`src/rtl/flag_pkg.sv`:
```
`default_nettype none
// ==========================================================================
// flag_pkg : op codes, flag bit positions and flag packing helper
// Rev 1.0
// ==========================================================================
package flag_pkg;

  localparam int FLAG_W = 4;

  localparam int FLG_C = 0;
  localparam int FLG_N = 1;
  localparam int FLG_Z = 2;
  localparam int FLG_V = 3;

  localparam logic [2:0] OP_NOP  = 3'b000;
  localparam logic [2:0] OP_CMP  = 3'b001;
  localparam logic [2:0] OP_SET  = 3'b010;
  localparam logic [2:0] OP_CLR  = 3'b011;
  localparam logic [2:0] OP_TGL  = 3'b100;
  localparam logic [2:0] OP_PUSH = 3'b101;
  localparam logic [2:0] OP_POP  = 3'b110;
  localparam logic [2:0] OP_TEST = 3'b111;

  function automatic logic [FLAG_W-1:0] pack_flags(input logic v, input logic z,
                                                   input logic n, input logic c);
    logic [FLAG_W-1:0] f;
    f        = '0;
    f[FLG_V] = v;
    f[FLG_Z] = z;
    f[FLG_N] = n;
    f[FLG_C] = c;
    return f;
  endfunction

endpackage
`default_nettype wire

```
`src/rtl/flag_unit_if.sv`:
```
`default_nettype none
// ==========================================================================
// flag_unit_if : op request / flag status bundle for flag_unit
// Rev 1.0
// ==========================================================================
interface flag_unit_if #(parameter int WIDTH = 16);
  import flag_pkg::*;

  logic              op_valid;
  logic [2:0]        op;
  logic [WIDTH-1:0]  ra;
  logic [WIDTH-1:0]  rb;
  logic [FLAG_W-1:0] mask;
  logic              err_clr;
  logic [FLAG_W-1:0] flags;
  logic              done;
  logic              stk_full;
  logic              stk_empty;
  logic              err;

  modport master (
    output op_valid, op, ra, rb, mask, err_clr,
    input  flags, done, stk_full, stk_empty, err
  );

  modport slave (
    input  op_valid, op, ra, rb, mask, err_clr,
    output flags, done, stk_full, stk_empty, err
  );

endinterface
`default_nettype wire

```
`src/rtl/flag_stack.sv`:
```
`default_nettype none
// ==========================================================================
// flag_stack : DEPTH x 4-bit LIFO with full/empty status and fault flag
// Rev 1.0
// ==========================================================================
module flag_stack
  import flag_pkg::*;
#(
  parameter int DEPTH = 4
) (
  input  logic              clk,
  input  logic              rst,
  input  logic              push,
  input  logic              pop,
  input  logic [FLAG_W-1:0] din,
  output logic [FLAG_W-1:0] dout,
  output logic              full,
  output logic              empty,
  output logic              fault
);

  localparam int CW = $clog2(DEPTH + 1);

  logic [CW-1:0]     count;
  logic [FLAG_W-1:0] mem [DEPTH];
  logic              push_ok;
  logic              pop_ok;

  assign full    = (count == CW'(DEPTH));
  assign empty   = (count == '0);
  assign push_ok = push && !full;
  assign pop_ok  = pop && !empty;
  assign fault   = (push && full) || (pop && empty);

  always_ff @(posedge clk) begin
    if (rst) begin
      count <= '0;
    end else if (push_ok) begin
      count <= count + CW'(1);
    end else if (pop_ok) begin
      count <= count - CW'(1);
    end
  end

  // Entry storage carries no reset; only count defines which entries are live.
  always_ff @(posedge clk) begin
    for (int i = 0; i < DEPTH; i++) begin
      if (push_ok && (count == CW'(i))) begin
        mem[i] <= din;
      end
    end
  end

  always_comb begin
    dout = '0;
    for (int i = 0; i < DEPTH; i++) begin
      if (count == CW'(i + 1)) begin
        dout = mem[i];
      end
    end
  end

endmodule
`default_nettype wire

```
`src/rtl/flag_unit.sv`:
```
`default_nettype none
// ==========================================================================
// flag_unit : condition-flag register with compare/test datapath and save stack
// Rev 1.0
// ==========================================================================
module flag_unit
  import flag_pkg::*;
#(
  parameter int WIDTH = 16,
  parameter int DEPTH = 4
) (
  input  logic        clk,
  input  logic        rst,
  flag_unit_if.slave  bus
);

  logic [FLAG_W-1:0] flags_q;
  logic [FLAG_W-1:0] flags_d;
  logic              done_q;
  logic              err_q;

  logic [WIDTH:0]    diff;
  logic [WIDTH-1:0]  d_res;
  logic [WIDTH-1:0]  and_res;
  logic              cmp_c;
  logic              cmp_v;

  logic              push;
  logic              pop;
  logic              fault;
  logic              full;
  logic              empty;
  logic [FLAG_W-1:0] stk_top;

  // Extra MSB of the widened subtraction is the borrow; carry is its inverse.
  assign diff    = {1'b0, bus.ra} - {1'b0, bus.rb};
  assign d_res   = diff[WIDTH-1:0];
  assign cmp_c   = ~diff[WIDTH];
  assign cmp_v   = (bus.ra[WIDTH-1] != bus.rb[WIDTH-1]) && (d_res[WIDTH-1] != bus.ra[WIDTH-1]);
  assign and_res = bus.ra & bus.rb;

  assign push = bus.op_valid && (bus.op == OP_PUSH);
  assign pop  = bus.op_valid && (bus.op == OP_POP);

  flag_stack #(
    .DEPTH (DEPTH)
  ) u_stack (
    .clk   (clk),
    .rst   (rst),
    .push  (push),
    .pop   (pop),
    .din   (flags_q),
    .dout  (stk_top),
    .full  (full),
    .empty (empty),
    .fault (fault)
  );

  always_comb begin
    flags_d = flags_q;
    if (bus.op_valid) begin
      case (bus.op)
        OP_CMP:  flags_d = pack_flags(cmp_v, (d_res == '0), d_res[WIDTH-1], cmp_c);
        OP_SET:  flags_d = flags_q | bus.mask;
        OP_CLR:  flags_d = flags_q & ~bus.mask;
        OP_TGL:  flags_d = flags_q ^ bus.mask;
        OP_POP:  if (!empty) flags_d = stk_top;
        OP_TEST: begin
          flags_d[FLG_Z] = (and_res == '0);
          flags_d[FLG_N] = and_res[WIDTH-1];
        end
        default: flags_d = flags_q;
      endcase
    end
  end

  always_ff @(posedge clk) begin
    if (rst) begin
      flags_q <= '0;
      done_q  <= 1'b0;
      err_q   <= 1'b0;
    end else begin
      flags_q <= flags_d;
      done_q  <= bus.op_valid;
      // A fresh fault wins over a simultaneous clear.
      if (fault) begin
        err_q <= 1'b1;
      end else if (bus.err_clr) begin
        err_q <= 1'b0;
      end
    end
  end

  assign bus.flags     = flags_q;
  assign bus.done      = done_q;
  assign bus.err       = err_q;
  assign bus.stk_full  = full;
  assign bus.stk_empty = empty;

endmodule
`default_nettype wire

```
`src/flat_wrapper.sv`:
```
// flat-port wrapper written by rule: the top's interface ports become plain ports
module flag_unit_flat import flag_pkg::*;
#(
  parameter int WIDTH = 16,
  parameter int DEPTH = 4
)
  (clk, rst, bus_op_valid, bus_op, bus_ra, bus_rb, bus_mask, bus_err_clr, bus_flags, bus_done, bus_stk_full, bus_stk_empty, bus_err);
  flag_unit_if #(.WIDTH(WIDTH)) bus_i ();
  input  logic clk;
  input  logic rst;
  input wire logic [$bits(bus_i.op_valid)-1:0] bus_op_valid;
  input wire logic [$bits(bus_i.op)-1:0] bus_op;
  input wire logic [$bits(bus_i.ra)-1:0] bus_ra;
  input wire logic [$bits(bus_i.rb)-1:0] bus_rb;
  input wire logic [$bits(bus_i.mask)-1:0] bus_mask;
  input wire logic [$bits(bus_i.err_clr)-1:0] bus_err_clr;
  output wire logic [$bits(bus_i.flags)-1:0] bus_flags;
  output wire logic [$bits(bus_i.done)-1:0] bus_done;
  output wire logic [$bits(bus_i.stk_full)-1:0] bus_stk_full;
  output wire logic [$bits(bus_i.stk_empty)-1:0] bus_stk_empty;
  output wire logic [$bits(bus_i.err)-1:0] bus_err;
  assign bus_i.op_valid = bus_op_valid;
  assign bus_i.op = bus_op;
  assign bus_i.ra = bus_ra;
  assign bus_i.rb = bus_rb;
  assign bus_i.mask = bus_mask;
  assign bus_i.err_clr = bus_err_clr;
  assign bus_flags = bus_i.flags;
  assign bus_done = bus_i.done;
  assign bus_stk_full = bus_i.stk_full;
  assign bus_stk_empty = bus_i.stk_empty;
  assign bus_err = bus_i.err;
  flag_unit #(.WIDTH(WIDTH), .DEPTH(DEPTH)) u_core (.clk(clk), .rst(rst), .bus(bus_i));
endmodule
```
`config.mk`:
```
export PLATFORM = sky130hd
export DESIGN_NAME = flag_unit_flat
export DESIGN_NICKNAME = d
export VERILOG_FILES = /design/src/rtl/flag_pkg.sv /design/src/rtl/flag_unit_if.sv /design/src/rtl/flag_stack.sv /design/src/rtl/flag_unit.sv /design/src/flat_wrapper.sv
export SDC_FILE = /design/constraint.sdc
export NUM_CORES = 1
export LEC_CHECK = 0
export BUFFER_PORTS_ARGS = -buffer_cell sky130_fd_sc_hd__buf_2
export CAP_MARGIN = 20
export CORE_ASPECT_RATIO = 1.4
export CORE_MARGIN = 10
export CORE_UTILIZATION = 60
export CTS_CLUSTER_DIAMETER = 80
export DETAILED_ROUTE_END_ITERATION = 10
export PLACE_DENSITY = 0.85
export RECOVER_POWER = 50
export SETUP_SLACK_MARGIN = 0.5
export SLEW_MARGIN = 20
export SYNTH_ARGS = -nofsm -noshare
export SYNTH_HDL_FRONTEND = slang
export SYNTH_HIERARCHICAL = 1
export SYNTH_SLANG_ARGS = --single-unit
export TNS_END_PERCENT = 20
```
`constraint.sdc`:
```
create_clock -name clk -period 4.7 [get_ports clk]
set_input_delay 0.705 -clock clk [delete_from_list [all_inputs] [get_ports clk]]
set_output_delay 0.705 -clock clk [all_outputs]
set_load 0.02 [all_outputs]
```
# == Word-level counts from Yosys, hierarchy flattened ==
# Memory sizes are Yosys's and may differ from the RTL's.
# Cells that the tools add are included.
# totals
register_bits,9
ramBits,16
inputBits,43
output_inout_bits,8
memories,1
# classes
add_sub_neg,3
n_eq_ne,14
n_mux,29
n_bitwise,6
reduce_logical,26
# mem_list
name,depth,word_bits,read_ports,rd_ports_with_merged_regs,wr,line,rtl
u_core.u_stack.mem,4,4,4,0,1,flag_stack.sv:25,logic [FLAG_W-1:0] mem [DEPTH];
# op_table
op,count
zero test 16 bit,2
2-to-1 mux 4 bit,8
subtractor 16 x 16 -> 17 bit,1
bitwise AND 16 bit,1
"== test 3 bit, second input constant",5
2-to-1 mux 1 bit,13
"== test 3 x 2 -> 1 bit, second input constant",4
one-hot mux 2 bit (6 select lines),1
OR reduction 4 bit,3
logical AND 1 bit,11
one-hot mux 1 bit (5 select lines),2
"== test 3 x 1 -> 1 bit, second input constant",2
2-to-1 mux 2 bit,3
2-to-1 mux 3 bit,2
AND reduction 3 bit,2
nonzero test 6 bit,1
nonzero test 5 bit,1
bitwise AND 4 bit,1
NOT 4 bit,1
bitwise OR 4 bit,1
nonzero test 2 bit,2
bitwise XOR 4 bit,1
"adder 3 x 1 -> 3 bit, second input constant",1
zero test 3 bit,1
other kinds (6),8

# == Depth between registers and ports, before layout ==
# Gate-level depths: netlist of run 1.
# logic_depth
ltp_word,10
depth_mapped,12

# == Modules after synthesis ==
# Netlist of run 1, hierarchy kept.
# by_module_without_submodules
module,n_inst,cells_each,area_each_um2,seq_area_each_um2
flag_unit,1,242,1806.7,120.1
flag_stack,1,84,1034.7,540.5

# == Worst setup path after synthesis of run 1 ==
# Ideal clock, no wire load.
# synth_path
path_type,input-to-reg
startpoint,input bus_ra[0]
endpoint,register u_core.flags_q[2] (netlist: u_core/bus.flags[2])
arrival_time_ns,2.619
path_slack_ns,2.012
path_stages,10
path_buffers,0
cell_sequence,inv_1 > ha_1 > fa_1 > nand2b_1 > a21oi_1 > o211ai_1 > a31oi_1 > mux2i_1 > or4_1 > o21ai_1
# synth_between
elab_chain_len,3
word_cells_on_any_way,5
classes_between,add/sub: 1; mux: 1; bitwise: 1; reduce/logical: 2
# synth_rtl
element,line,rtl
"start, declared",flat_wrapper.sv:13,input wire logic [$bits(bus_i.ra)-1:0] bus_ra;
subtractor 16 x 16 -> 17 bit or bitwise AND 16 bit (tied branches),"flag_unit.sv:36, flag_unit.sv:40",
"zero test 16 bit, on equally long branches","flag_unit.sv:63, flag_unit.sv:69",
one-hot mux 2 bit (6 select lines) (*),flag_unit.sv:62,case (bus.op)
"end signal, assigned",flag_unit.sv:83,flags_q <= flags_d;
"end, declared",flag_unit.sv:17,logic [FLAG_W-1:0] flags_q;
# Mark *: on every way between the ends. The rest lies on a longest branch, timed or not.
# A chain may end at the register's enable or synchronous reset.

# == Worst setup path after layout of run 1 ==
# Same ends and word-level chain as after synthesis.

==> results of run 1 <==
-- final cells by class --
class	count	area, sq um	share of cell area
Tap cell	62	77.57	0.02454
Clock buffer	3	41.29	0.01306
Multi-Input combinational cell	251	1973	0.6241
Sequential cell	25	660.6	0.2089
Clock inverter	1	7.507	0.002374
Timing Repair Buffer	50	240.2	0.07598
Inverter	43	161.4	0.05105
-- Yosys cell counts, drive strengths merged, types with 3 or more instances --
cell,count
nor2,18
nor3,4
xor2,3
edfxtp,16
nand4,4
nor2b,10
o211ai,4
a221o,4
nand3,3
nor4,6
or3,3
nand2b,7
a221oi,4
and2,8
o21ai,15
nor3b,6
dfxtp,9
nand2,12
a21o,4
nand3b,7
ha,46
a21oi,23
o31ai,3
mux2i,9
buf,6
or4,3
xnor2,3
mux2,3
inv,43
a31oi,7
-- registers in the layout, indices dropped and copies added (netlist names) --
register              flops
u_core/u_stack/count      3
u_core/bus.err            1
u_core/u_stack/mem       16
u_core/bus.done           1
u_core/bus.flags          4
-- through the flow --
stage / cell area [sq um] / total power [mW] / setup WS (ps)
after floorplan: 2841 / 0.4009 / 2012
after CTS: 3172 / 0.5937 / 1938
after global routing: 3162 / 0.6259 / 1730
after global placement: 3123 / 0.4649 / 1722
after detailed placement: 3123 / 0.4689 / 1677
final: 3162 / 0.5924 / 1932
-- power groups by stage --
stage                     registers, mW  clock network (mW)  logic [mW]
after floorplan                   0.253                   0       0.148
after global placement            0.250                   0       0.215
after detailed placement          0.250                   0       0.219
after CTS                         0.245               0.128       0.220
after global routing              0.246               0.134       0.245
final                             0.245               0.126       0.221
-- critical path, delay by kind of cell --
kind                     cells  cell delay, ps
adder cells (fa/ha/maj)      2             600
AND/OR/NAND/NOR              2             580
AO/OA/AOI/OAI                4             850
multiplexers                 1             100
buffers and inverters        2             130
-- path summary, 6_finish.rpt --
check,to,slack [ps],from
setup / recovery,u_core/bus.flags[2],1930,bus_ra[0]
hold / removal,u_core/bus.err,510,u_core/bus.err
setup reg to reg,u_core/bus.flags[2],2030,u_core/u_stack/count[1]
hold reg to reg,u_core/bus.err,510,u_core/bus.err
-- per-layer routing --
layer,vias to the layer above,track usage,wire length [um]
li1,1279,-,-
met3,19,0.02216,261
met5,-,0,0
met1,1213,0.1647,2616
met2,74,0.3629,4120
met4,0,0.08990,233
-- kinds of logic after synthesis --
kind of cell             count (synthesis)
XOR/XNOR                                 6
adder cells (fa/ha/maj)                 47
buffers and inverters                   50
multiplexers                            12
AO/OA/AOI/OAI                           85
AND/OR/NAND/NOR                        101
flip-flops                              25
==> impl_metrics.toml, run 1 <==
[outcome]
status = "finished, final reports clean"

[power_and_ir_drop]
share_of_power_burned_in_the_clock_network = 0.212
switchingPower_mw = 0.2004
internal_power_mw = 0.3920
vdd.ir_drop.worst_mv = 0.1108
pwr-share-comb = 0.374
leakagePower_nw = 1.421
switching_share = 0.3383
p_seq_frac = 0.414
power.density_cell_area_nw_per_um2 = 187.4

[sta]
fin_tns_setup_ps = 0
timing.final.max_slew_violations = 0
finalClockSkew_ps = 7.980
max_freq_ghz = 0.3613
final.min_clock_period_ps = 2768
finalHoldViolCount = 0
tightest_slew_ps = 878.6
setup_viol_count_final = 0
max-slew-margin-rel = 0.4130
portion_of_the_clock_cycle_consumed_by_the_worst_path_in_the_final_layout = 0.5889
worst_hold_slack_ps = 506.0
unrepaired_setup_endpoints_after_global_routing = "false"

[cts]
cts_stage_hold_buffer_count = 0
cts_made_buffers = 3
cts_max_level = 1
buffers_from_clock_root_to_sink_at_most = 2
cts-resized-gates = 0
tritoncts = "built"
clock-root-buffer = "sky130_fd_sc_hd__clkbuf_8"
numClockSinks = 25
clk_latency_worst_skew_pair_ps = 270
count_of_buffers_added_by_post_cts_timing_repair_for_setup = 0
cts_clock_pin_slew_for_the_worst_setup_and_hold_paths_ps = 90

[worst_hold_path]
cell_count_of_the_worst_hold_path = 2
hold_path_class = "flip-flop to flip-flop"

[synth]
post_synth_instance_area_sq_um = 2841
post-synth-top-area-cell = "sky130_fd_sc_hd__ha_1"
number_of_synthesized_register_bits = 25
post_synth_fa_ha_maj_area_fraction = 0.2096
yosysSeqAreaShare = 0.2325
synth_top_family_by_area = "compound AO/OA/AOI/OAI gates"
synth.net_count = 416
netlist.area_leader.share = 0.2026
synth_simple_gate_area_frac = 0.2100
synth_edf_count = 16
synthesized_instance_count = 326
synth_async_sr_flop_share = 0
synth_top_cells_by_area = "sky130_fd_sc_hd__ha_1 20%, sky130_fd_sc_hd__edfxtp_1 17%, sky130_fd_sc_hd__dfxtp_1 6.3%"
synth.lib_cells_used.distinct = 64
synth_compound_gate_area_share = 0.2127
ys_warn_count = 6
xor_xnor_portion_of_the_synthesized_cell_area = 0.01849
post_synth.cell_area_avg_sq_um = 8.716
multiplexer_share_of_the_synthesized_area = 0.04359
synth_flop_cell = "sky130_fd_sc_hd__edfxtp_1"

[finish]
diodes = 0
mostFrequentLayoutCell = "sky130_fd_sc_hd__ha_1"
layout.cells.non_filler = 435
design.final.nets = 464
n_fill_cell = 393
area_delta_synth_final_pct = 11.27
layout.cells.most_common_list = "46 x sky130_fd_sc_hd__ha_1, 43 x sky130_fd_sc_hd__inv_1, 42 x sky130_fd_sc_hd__buf_2"
post_route_cells_drive_above_1_share = 0.1743
postLayoutCoreUtil = 0.6916

[floorplan]
die_w_um = 78.16
design.die.area_sq_um = 7927
die_height_um = 101.4
row_count = 29
floorplan.initialDensity = 0.6215
design.portCount = 51
core_region_area_sq_um = 4572

[place]
post-dp-hpwl_mm = 6.038
post-place-cells = 431
buffer_ports.inserted = 50
gpl.final_weighted_congestion = 1.026

[routing]
drc_errors = 0
final_antenna_net_count = 0
drt_pass1_iterations = 4
drt_iter0_drc = 137
detail_route.vias_per_cell = 5.943
vias = 2585
route.detailed.wl_per_inst_um = 16.62
routed_wl_mm = 7.231

[critical_path]
timing.critical_path.from_type = "primary input"
depth_of_the_worst_register_to_register_path = 10
setup.worst_path.class = "primary input to flip-flop"
critical_path.max_stage_delay_ps = 400
crit_slowest_cell = "sky130_fd_sc_hd__or4_1"
cp_data_required_time_ps = 4910
timing.critical_path.cells = "buf_2 -> inv_1 -> ha_1 -> fa_1 -> nand2b_1 -> a21oi_1 -> o211ai_1 -> a31oi_1 -> mux2i_1 -> or4_1 -> o21ai_1"
arrival_ps = 2980
setup.worst_path.end_class = "flip-flop"
path_max_fanout = 3

[global_route]
groute.usage.overall = 0.1776
grt_first_pass_wirelength_mm = 11.71
vias_in_the_first_global_route = 2629
antenna_violations_before_repair = 0
grt_start_max_net_pins = 16
remaining_overflow_grt = 0

[flow_run]
max_cap_viol_count = 0
No activity file was read; power rests on OpenSTA's default activity.
==> inputs of run 2 (changes only) <==
CORE_UTILIZATION = 57   (was 60)
PLACE_DENSITY = 0.81   (was 0.85)
clock period = 2.9 ns   (was 4.7 ns; I/O delays follow)
==> run 2 against run 1 <==
Clock-buffer cell count is the same. Sequential share of layout area shrank 1.0 points. Sequential power grew 62%. Routed wire length grew 5.5%. Critical path depth shrank 1. Via count grew 2.4%. Clock power grew 71%. Register-to-register slack lost 1500 ps. Final cell count grew 1.6%. Global-route usage grew 0.10 points. Largest cell class unchanged.
==> impl_metrics.toml, run 2 (synthesized netlist as in run 1, its figures left out) <==
[global_route]
groute.usage.overall = 0.1787
grt_first_pass_wirelength_mm = 12.25
remaining_overflow_grt = 0
antenna_violations_before_repair = 0
vias_in_the_first_global_route = 2673
grt_start_max_net_pins = 17

[power_and_ir_drop]
switching_share = 0.3459
switchingPower_mw = 0.3481
power.density_cell_area_nw_per_um2 = 302.0
vdd.ir_drop.worst_mv = 0.1971
leakagePower_nw = 1.458
internal_power_mw = 0.6583
pwr-share-comb = 0.392
p_seq_frac = 0.395
share_of_power_burned_in_the_clock_network = 0.213

[worst_hold_path]
cell_count_of_the_worst_hold_path = 2
hold_path_class = "primary input to flip-flop"

[finish]
design.final.nets = 469
area_delta_synth_final_pct = 17.26
largest_register_ff_count = 16
layout.cells.most_common_list = "42 x sky130_fd_sc_hd__inv_1, 40 x sky130_fd_sc_hd__buf_2, 39 x sky130_fd_sc_hd__ha_1"
registers.top_by_ff_count = "u_core/u_stack/mem"
diodes = 0
mostFrequentLayoutCell = "sky130_fd_sc_hd__inv_1"
post_route_cells_drive_above_1_share = 0.2407

[routing]
drt_iter0_drc = 120
drt_pass1_iterations = 4
final_antenna_net_count = 0
route.detailed.wl_per_inst_um = 17.27
detail_route.vias_per_cell = 5.989
routed_wl_mm = 7.632
vias = 2647
drc_errors = 0

[place]
post-dp-hpwl_mm = 6.291
place_worst_setup_slack_ps = 183.0
buffer_ports.inserted = 50
gpl.final_weighted_congestion = 1.008

[sta]
finalClockSkew_ps = 3.235
setup_slack_ps = 530.7
finalHoldViolCount = 0
fin_tns_setup_ps = 0
max-slew-margin-rel = 0.6270
worst_hold_slack_ps = 421.8
portion_of_the_clock_cycle_consumed_by_the_worst_path_in_the_final_layout = 0.8170
unrepaired_setup_endpoints_after_global_routing = "true"
final.min_clock_period_ps = 2369
max_freq_ghz = 0.4221
timing.final.max_slew_violations = 0
tightest_slew_ps = 554.3
setup_viol_count_final = 0

[critical_path]
crit_path_max_delay_family = "simple AND/OR/NAND/NOR gates"
timing.critical_path.cells = "buf_2 -> inv_1 -> ha_2 -> inv_1 -> a222oi_1 -> nand4_1 -> nor4_1 -> nand4_1 -> or4_1 -> o21ai_1"
setup.worst_path.class = "primary input to flip-flop"
timing.critical_path.from_type = "primary input"
arrival_ps = 2580
path_max_fanout = 8
depth_of_the_worst_register_to_register_path = 9
critical_path.max_stage_delay_ps = 470
cp_data_required_time_ps = 3110
critical_path_cell_count = 10
setup.worst_path.end_class = "flip-flop"
timing.critical_path.buf_inv = 3
crit_slowest_cell = "sky130_fd_sc_hd__or4_1"

[cts]
tritoncts = "built"
clk_latency_worst_skew_pair_ps = 270
buffers_from_clock_root_to_sink_at_most = 2
cts_max_level = 1
cts_made_buffers = 3
cts_clock_pin_slew_for_the_worst_setup_and_hold_paths_ps = 90
count_of_buffers_added_by_post_cts_timing_repair_for_setup = 0
clock-root-buffer = "sky130_fd_sc_hd__clkbuf_8"
numClockSinks = 25

[floorplan]
design.die.area_sq_um = 8249
die_w_um = 79.67
die_height_um = 103.5
core_region_area_sq_um = 4842
row_count = 30
floorplan.initialDensity = 0.5868
design.portCount = 51

[flow_run]
max_cap_viol_count = 0

[outcome]
status = "finished, final reports clean"
-- run 2: changes by cell type in the layout (fill, tap and decap cells not counted), moves of 3 or more --
| cell | previous run | this run |
|---|---|---|
| sky130_fd_sc_hd__a31oi_1 | 7 | 4 |
| sky130_fd_sc_hd__buf_4 | 0 | 5 |
| sky130_fd_sc_hd__ha_1 | 46 | 39 |
| sky130_fd_sc_hd__ha_2 | 0 | 6 |
| sky130_fd_sc_hd__a31oi_2 | 0 | 3 |
-- run 2: metrics by stage --
step	cell area, sq um	std cells	utilization	power (mW)
2_1_floorplan	2853	326	-	0.6535
3_3_place_gp	3174	438	0.6556	0.7621
3_5_place_dp	3174	438	0.6556	0.7693
4_1_cts	3234	442	0.6680	0.9848
5_1_grt	3332	442	0.6881	1.073
6_report	3332	442	0.6881	1.006
-- run 2: worst register-to-register path: cells and delay by family, from the launching register on --
family / cells / cell delay [ps]
AO/OA/AOI/OAI: 4 / 850
AND/OR/NAND/NOR: 2 / 520
flip-flops: 1 / 400
adder cells (fa/ha/maj): 1 / 320
buffers and inverters: 1 / 110
multiplexers: 1 / 80
-- run 2: path summary, 6_finish.rpt --
| check | startpoint | endpoint | slack, ps |
|---|---|---|---|
| setup / recovery | bus_rb[10] | u_core/bus.flags[2] | 530 |
| hold / removal | bus_op_valid | u_core/bus.done | 420 |
| setup reg to reg | u_core/u_stack/count[0] | u_core/bus.flags[0] | 570 |
| hold reg to reg | u_core/bus.err | u_core/bus.err | 510 |
-- run 2: layout make-up --
class                      count  area (sq um)
multi-input combinational    251          2082
fill                         408          1510
sequential                    25         661.9
timing repair buffer          55         294.0
inverter                      43         163.9
tap                           64         80.08
clock buffer                   3         41.29
clock inverter                 1         8.758
-- run 2: power groups by stage --
stage | sequential, mW | clock (mW) | combinational (mW)
finish | 0.397 | 0.215 | 0.394
detailed placement | 0.406 | 0 | 0.364
global placement | 0.405 | 0 | 0.357
floorplan | 0.410 | 0 | 0.244
global route | 0.399 | 0.240 | 0.434
CTS | 0.398 | 0.218 | 0.369
-- run 2: layer usage --
| metal | vias up | track usage | part of all wire |
|---|---|---|---|
| met5 | - | 0 | 0 |
| met4 | 0 | 0.08226 | 0.037 |
| met3 | 18 | 0.02422 | 0.038 |
| met2 | 66 | 0.3430 | 0.57 |
| met1 | 1267 | 0.1765 | 0.36 |
| li1 | 1296 | - | - |
-- run 2: repair_timing --
action | 4_1_cts | 5_1_grt
gates resized for setup | 2 | 25
hold buffers | 0 | 0
endpoints found under the setup margin | 1 | 3
pin swaps | 2 | 8
